--- config.mk ---
export PLATFORM = sky130hd
export DESIGN_NAME = ps2_key_ctrl
export DESIGN_NICKNAME = d
export VERILOG_FILES = /design/src/rtl/ps2_pkg.sv /design/src/rtl/ps2_evt_fifo.sv /design/src/rtl/ps2_key_ctrl.sv
export SDC_FILE = /design/constraint.sdc
export NUM_CORES = 1
export LEC_CHECK = 0
export CORE_MARGIN = 1.5
export CORE_UTILIZATION = 30
export DETAILED_ROUTE_END_ITERATION = 8
export PLACE_DENSITY = 0.43
export SETUP_SLACK_MARGIN = 0.4
export SLEW_MARGIN = 10
export SYNTH_ARGS = -nofsm -noshare
export SYNTH_HDL_FRONTEND = slang
export SYNTH_SLANG_ARGS = --single-unit
export TNS_END_PERCENT = 1
--- constraint.sdc ---
create_clock -name ck -period 4.98 [get_ports ck]
set_input_delay 0.498 -clock ck [delete_from_list [all_inputs] [get_ports ck]]
set_output_delay 0.498 -clock ck [all_outputs]
set_load 0.05 [all_outputs]
--- src/rtl/ps2_pkg.sv ---
// PS/2 keyboard scancode decoder shared types.
// Holds the prefix FSM states, the special byte values and the event word.
package ps2_pkg;

    typedef enum logic [1:0] {
        ST_IDLE,
        ST_GOT_E0,
        ST_GOT_F0,
        ST_GOT_E0F0
    } ps2_state_e;

    localparam logic [7:0] PS2_EXT  = 8'hE0;
    localparam logic [7:0] PS2_BRK  = 8'hF0;
    localparam logic [7:0] PS2_ERR0 = 8'h00;
    localparam logic [7:0] PS2_ERR1 = 8'hFF;

    typedef struct packed {
        logic       ext;
        logic       brk;
        logic [7:0] code;
    } ps2_evt_t;

    function automatic logic ps2_is_err(input logic [7:0] b);
        return (b == PS2_ERR0) || (b == PS2_ERR1);
    endfunction

    function automatic logic ps2_is_pfx(input logic [7:0] b);
        return (b == PS2_EXT) || (b == PS2_BRK);
    endfunction

endpackage

--- src/rtl/ps2_evt_fifo.sv ---
// First-word-fall-through event FIFO for decoded key events.
// A push into a full FIFO only lands when a pop frees a slot that cycle.
module ps2_evt_fifo
    import ps2_pkg::*;
#(
    parameter int DEPTH = 4
) (
    input  logic                   ck,
    input  logic                   reset,
    input  logic                   push_i,
    input  ps2_evt_t               din_i,
    input  logic                   pop_i,
    output ps2_evt_t               dout_o,
    output logic                   full_o,
    output logic                   empty_o,
    output logic [$clog2(DEPTH):0] count_o
);

    localparam int AW = $clog2(DEPTH);

    logic [AW-1:0] wr_ptr_q, wr_ptr_d;
    logic [AW-1:0] rd_ptr_q, rd_ptr_d;
    logic [AW:0]   count_q, count_d;
    logic          push_ok, pop_ok;
    ps2_evt_t      mem_q [DEPTH];

    assign empty_o = (count_q == '0);
    assign full_o  = (count_q == (AW+1)'(DEPTH));
    assign count_o = count_q;
    assign dout_o  = empty_o ? '0 : mem_q[rd_ptr_q];

    // Qualify push/pop and advance pointers; power-of-two depth wraps for free.
    always_comb begin
        pop_ok   = pop_i && !empty_o;
        push_ok  = push_i && (!full_o || pop_ok);
        wr_ptr_d = push_ok ? wr_ptr_q + AW'(1) : wr_ptr_q;
        rd_ptr_d = pop_ok  ? rd_ptr_q + AW'(1) : rd_ptr_q;
        count_d  = count_q;
        if (push_ok && !pop_ok) begin
            count_d = count_q + (AW+1)'(1);
        end else if (pop_ok && !push_ok) begin
            count_d = count_q - (AW+1)'(1);
        end
    end

    // Pointer and occupancy registers.
    always_ff @(posedge ck or posedge reset) begin
        if (reset) begin
            wr_ptr_q <= '0;
            rd_ptr_q <= '0;
            count_q  <= '0;
        end else begin
            wr_ptr_q <= wr_ptr_d;
            rd_ptr_q <= rd_ptr_d;
            count_q  <= count_d;
        end
    end

    // Storage array; contents are never visible while empty, so no reset.
    always_ff @(posedge ck) begin
        if (push_ok) begin
            mem_q[wr_ptr_q] <= din_i;
        end
    end

endmodule

--- src/rtl/ps2_key_ctrl.sv ---
// PS/2 scancode prefix decoder feeding a key event FIFO.
// E0/F0 prefixes are folded into ext/brk flags; stale prefixes time out.
module ps2_key_ctrl
    import ps2_pkg::*;
#(
    parameter int DEPTH   = 4,
    parameter int TIMEOUT = 50000
) (
    input  logic                   ck,
    input  logic                   reset,
    input  logic                   rx_valid,
    input  logic [7:0]             rx_data,
    input  logic                   ev_ready,
    input  logic                   clr_ovf,
    output logic                   ev_valid,
    output logic [7:0]             ev_code,
    output logic                   ev_ext,
    output logic                   ev_break,
    output logic [$clog2(DEPTH):0] fifo_count,
    output logic                   overflow
);

    localparam int            CW       = $clog2(TIMEOUT);
    localparam logic [CW-1:0] CNT_LAST = CW'(TIMEOUT - 1);
    localparam logic [CW-1:0] CNT_ONE  = CW'(1);

    ps2_state_e    state_q, state_d;
    logic [CW-1:0] cnt_q, cnt_d;
    logic          ovf_q, ovf_d;
    logic          expired;
    logic          push, drop, full, empty;
    ps2_evt_t      evt, head;

    // Prefix decoder: builds the event word and picks the next state.
    always_comb begin
        state_d = state_q;
        push    = 1'b0;
        evt     = '0;
        expired = (state_q != ST_IDLE) && (cnt_q == CNT_LAST);
        if (rx_valid) begin
            if (ps2_is_err(rx_data)) begin
                state_d = ST_IDLE;
            end else begin
                unique case (state_q)
                    ST_IDLE: begin
                        if (rx_data == PS2_EXT) begin
                            state_d = ST_GOT_E0;
                        end else if (rx_data == PS2_BRK) begin
                            state_d = ST_GOT_F0;
                        end else begin
                            push = 1'b1;
                            evt  = {1'b0, 1'b0, rx_data};
                        end
                    end
                    ST_GOT_E0: begin
                        if (rx_data == PS2_BRK) begin
                            state_d = ST_GOT_E0F0;
                        end else if (rx_data != PS2_EXT) begin
                            state_d = ST_IDLE;
                            push    = 1'b1;
                            evt     = {1'b1, 1'b0, rx_data};
                        end
                    end
                    ST_GOT_F0: begin
                        state_d = ST_IDLE;
                        push    = !ps2_is_pfx(rx_data);
                        evt     = {1'b0, 1'b1, rx_data};
                    end
                    ST_GOT_E0F0: begin
                        state_d = ST_IDLE;
                        push    = !ps2_is_pfx(rx_data);
                        evt     = {1'b1, 1'b1, rx_data};
                    end
                    default: state_d = ST_IDLE;
                endcase
            end
        end else if (expired) begin
            state_d = ST_IDLE;
        end
        if (rx_valid || state_q == ST_IDLE || expired) begin
            cnt_d = '0;
        end else begin
            cnt_d = cnt_q + CNT_ONE;
        end
    end

    // Sticky overflow: a dropped event outranks a clear request.
    always_comb begin
        drop  = push && full && !(ev_ready && !empty);
        ovf_d = ovf_q;
        if (drop) begin
            ovf_d = 1'b1;
        end else if (clr_ovf) begin
            ovf_d = 1'b0;
        end
    end

    // Decoder state, timeout counter and overflow flag.
    always_ff @(posedge ck or posedge reset) begin
        if (reset) begin
            state_q <= ST_IDLE;
            cnt_q   <= '0;
            ovf_q   <= 1'b0;
        end else begin
            state_q <= state_d;
            cnt_q   <= cnt_d;
            ovf_q   <= ovf_d;
        end
    end

    ps2_evt_fifo #(
        .DEPTH (DEPTH)
    ) u_fifo (
        .ck      (ck),
        .reset   (reset),
        .push_i  (push),
        .din_i   (evt),
        .pop_i   (ev_ready),
        .dout_o  (head),
        .full_o  (full),
        .empty_o (empty),
        .count_o (fifo_count)
    );

    assign ev_valid = !empty;
    assign ev_code  = head.code;
    assign ev_ext   = head.ext;
    assign ev_break = head.brk;
    assign overflow = ovf_q;

endmodule
==> impl_results.md <==
- Worst Reg-to-Reg Cells: 8
- Fmax: ~320 MHz
- ANT cells: 0
- Hold Violations, Final: 0
- CTS tree: built
- Final setup viols: 0
- WL final: 6123 um
- Port Buf Inserts: 27
- Placement Rows: 36
- Worst-path cell chain: mux4_2, and2_1, clkdlybuf4s50_1
- Post-synthesis cell count: 217
- Leakage Power: 1.306 nW
- Delay of the slowest critical-path stage: ~0.85 ns
- Setup crit end kind: output pin
- Min cycle time layout: about 3.2 ns
- Setup CP Type: register to output pin
- Post-synth cell types: 47
- Startpoint Class: register
- Initial Utilization: 0.3097
- Full die area: between 0.01 and 0.015 sq mm
- Seq/Total Area, Yosys: 0.6118
- Clk root buf: clkbuf_8
- Clock Sink Count: 66
- CTS H-tree depth: 3
- Drt first pass iters: 4
- CP top delay family: flip-flops
- Wire per inst: 15.78 um
- Normalized max-slew margin: 0.3024
- Power, Total: 0.002026 W
- Seq cells post-synth: 66
- Pin count of the biggest net entering global routing: 27
- Worst-Margin Slew: ~1.0 ns
- Synth Area per Inst: 13.95 sq um
- Residual DRC: 0
- Hold depth: 1
- Post-CTS Resized: 0
- Final max-slew violation count: 0
- Status: complete, no violations
- Max FO, Critical Path: 12
- Clock Latency Late Sink: between 0.3 and 0.4 ns
- Warnings from Yosys: 0
- Maxcap violations: 0
- Crit path buffers/inverters: 1
- RSZ-0062 raised after global routing: no
- Setup TNS Final: 0 ns
- GRT Overall Usage: 0.1288
- Post-synth EDFFs: 40
- Final non-filler cell area: roughly 0.0036 sq mm
- Synth Cell Area: roughly 0.0030 sq mm
- DR vias/cell: 4.567
- Dpl hpwl: roughly 4200 um
- Pwr dens: 556.2 mW/mm^2
- Most common cell after layout, fill and taps aside: edfxtp_1
- Initial antenna violation count: 0
- Commonest non-fill, non-tap cells in the layout: 40 x edfxtp_1, 27 x clkdlybuf4s50_1, 26 x dfrtp_1, 22 x and2_1, 16 x nor2_1
- Fraction of the cycle the final worst path needs: 0.6335
- Core area: 0.009774 sq mm
- Io pins: 28
- Nets: between 200 and 300
- Total number of vias: between 1500 and 2000
- Vias in the first global route: 1832
- Syn nets: between 200 and 250
- Peak VDD IR: just over 0.2 mV
- WP data required: 4.48 ns
- DRT iter0 DRCs: 34
- Die Wd: ~100 um
- DRT antenna net count: 0
- Chip Height: between 100 and 150 um
- Post-synth ARST share: 0.3939
- Share of layout cells above drive strength 1: 0.1608
- Grt ovf: 0
- CTS Hold Bufs: 0
- Cts bufs inserted: 9
- Worst-path clk slew: about 0.080 ns
- Crit-path slowest cell: dfrtp_1
- Routability cong.: around 0.75
- Crit path depth: 3
- Area delta synth->final: 20.38%
- Worst Hold Class: register to register
- Postcts setup bufs: 0
- Clk_skew: just under 0.01 ns
- Arrival @ worst endpoint: about 2.7 ns
- First-pass GRT wire length: between 9000 and 10000 um
- Clock Path Buffers: 2
- DP Area: 0.003440 sq mm
- Post-synth top flop: edfxtp_1
## report_power, final
group / internal, W / switching, W / total (W)
logic: 0.000321 / 0.000461 / 0.000782
clock network: 0.000246 / 0.000217 / 0.000463
registers: 0.000689 / 0.0000918 / 0.000781
total: 0.00126 / 0.000770 / 0.00203
## path summary, 6_finish.rpt
kind | from | end | slack (ns)
setup / recovery | u_fifo.rd_ptr_q[0] | ev_code[4] | 1.83
hold / removal | cnt_q[0] | cnt_q[0] | 0.49
setup reg to reg | u_fifo.count_o[0] | u_fifo.count_o[2] | 2.63
hold reg to reg | cnt_q[0] | cnt_q[0] | 0.49
max in group asynchronous | reset | cnt_q[4] | 3.63
min in group asynchronous | reset | cnt_q[13] | 0.70
## worst reg2reg max path: stages (launching register included)
cell and delay (ns):
dfrtp_1 0.46, or3_1 0.58, nand2_1 0.20, ha_1 0.20
inv_1 0.06, fa_1 0.37, xor2_1 0.15, nor2_1 0.11
xor2_1 0.15
## logic make-up (layout without fill, tap and decap cells)
group / count (synthesis) / after routing / share of synthesized area
buf+inv: 15 / 53 / 0.02026
fa+ha+maj: 7 / 7 / 0.03142
mux: 12 / 12 / 0.08309
flops: 66 / 66 / 0.6118
compound gates: 17 / 17 / 0.04465
simple gates: 83 / 83 / 0.1596
xor+xnor: 17 / 17 / 0.04919
## final cells by class
class,instances,area [sq um]
Tap cell,133,166.4
Timing Repair Buffer,27,270.3
Fill cell,968,6131
Sequential cell,66,1852
Multi-Input combinational cell,136,1114
Inverter,10,37.54
Clock buffer,10,137.6
Clock inverter,6,66.31
## Yosys cell counts (2+ instances only)
master / count / area, sq um
a21oi_1: 3 / 15.01
a32o_1: 2 / 20.02
and2_1: 22 / 137.6
and3_1: 2 / 12.51
clkbuf_1: 3 / 11.26
dfrtp_1: 26 / 650.6
edfxtp_1: 40 / 1201
ha_1: 6 / 75.07
inv_1: 10 / 37.54
mux4_2: 10 / 225.2
nand2_1: 9 / 33.78
nand3_1: 6 / 30.03
nand4_1: 3 / 18.77
nor2_1: 16 / 60.06
nor3_1: 5 / 25.02
nor4_1: 5 / 31.28
o21ai_0: 2 / 10.01
or3_1: 2 / 12.51
or4_4: 2 / 22.52
xnor2_1: 10 / 87.58
xor2_1: 7 / 61.31
## per-layer routing
layer | wire (um) | vias to the layer above | GRT usage
met5 | 0 | - | 0
met1 | 2729 | 876 | 0.1621
met2 | 3080 | 27 | 0.2132
met4 | 65 | 0 | 0.04366
li1 | - | 863 | -
met3 | 248 | 6 | 0.03696
## flip-flops by register name (all words and copies together), names as in the netlist
register and cells:
state_q 2, u_fifo.count_o 3, u_fifo.mem_q 40, overflow 1
u_fifo.rd_ptr_q 2, cnt_q 16, u_fifo.wr_ptr_q 2
## per-stage QoR
| step | cells | hold slack [ns] | worst slack [ns] | utilization |
|---|---|---|---|---|
| final | 388 | 0.4909 | 1.825 | 0.3728 |
| after global routing | 388 | 0.5385 | 1.648 | 0.3728 |
| after CTS | 388 | 0.4891 | 1.736 | 0.3728 |
| after detailed placement | 372 | 0.4794 | 1.941 | 0.3519 |
| after global placement | 372 | 0.4752 | 1.981 | 0.3519 |
| after floorplan | 217 | 0.4516 | 2.462 | - |
(Power assumes the default switching activity.)
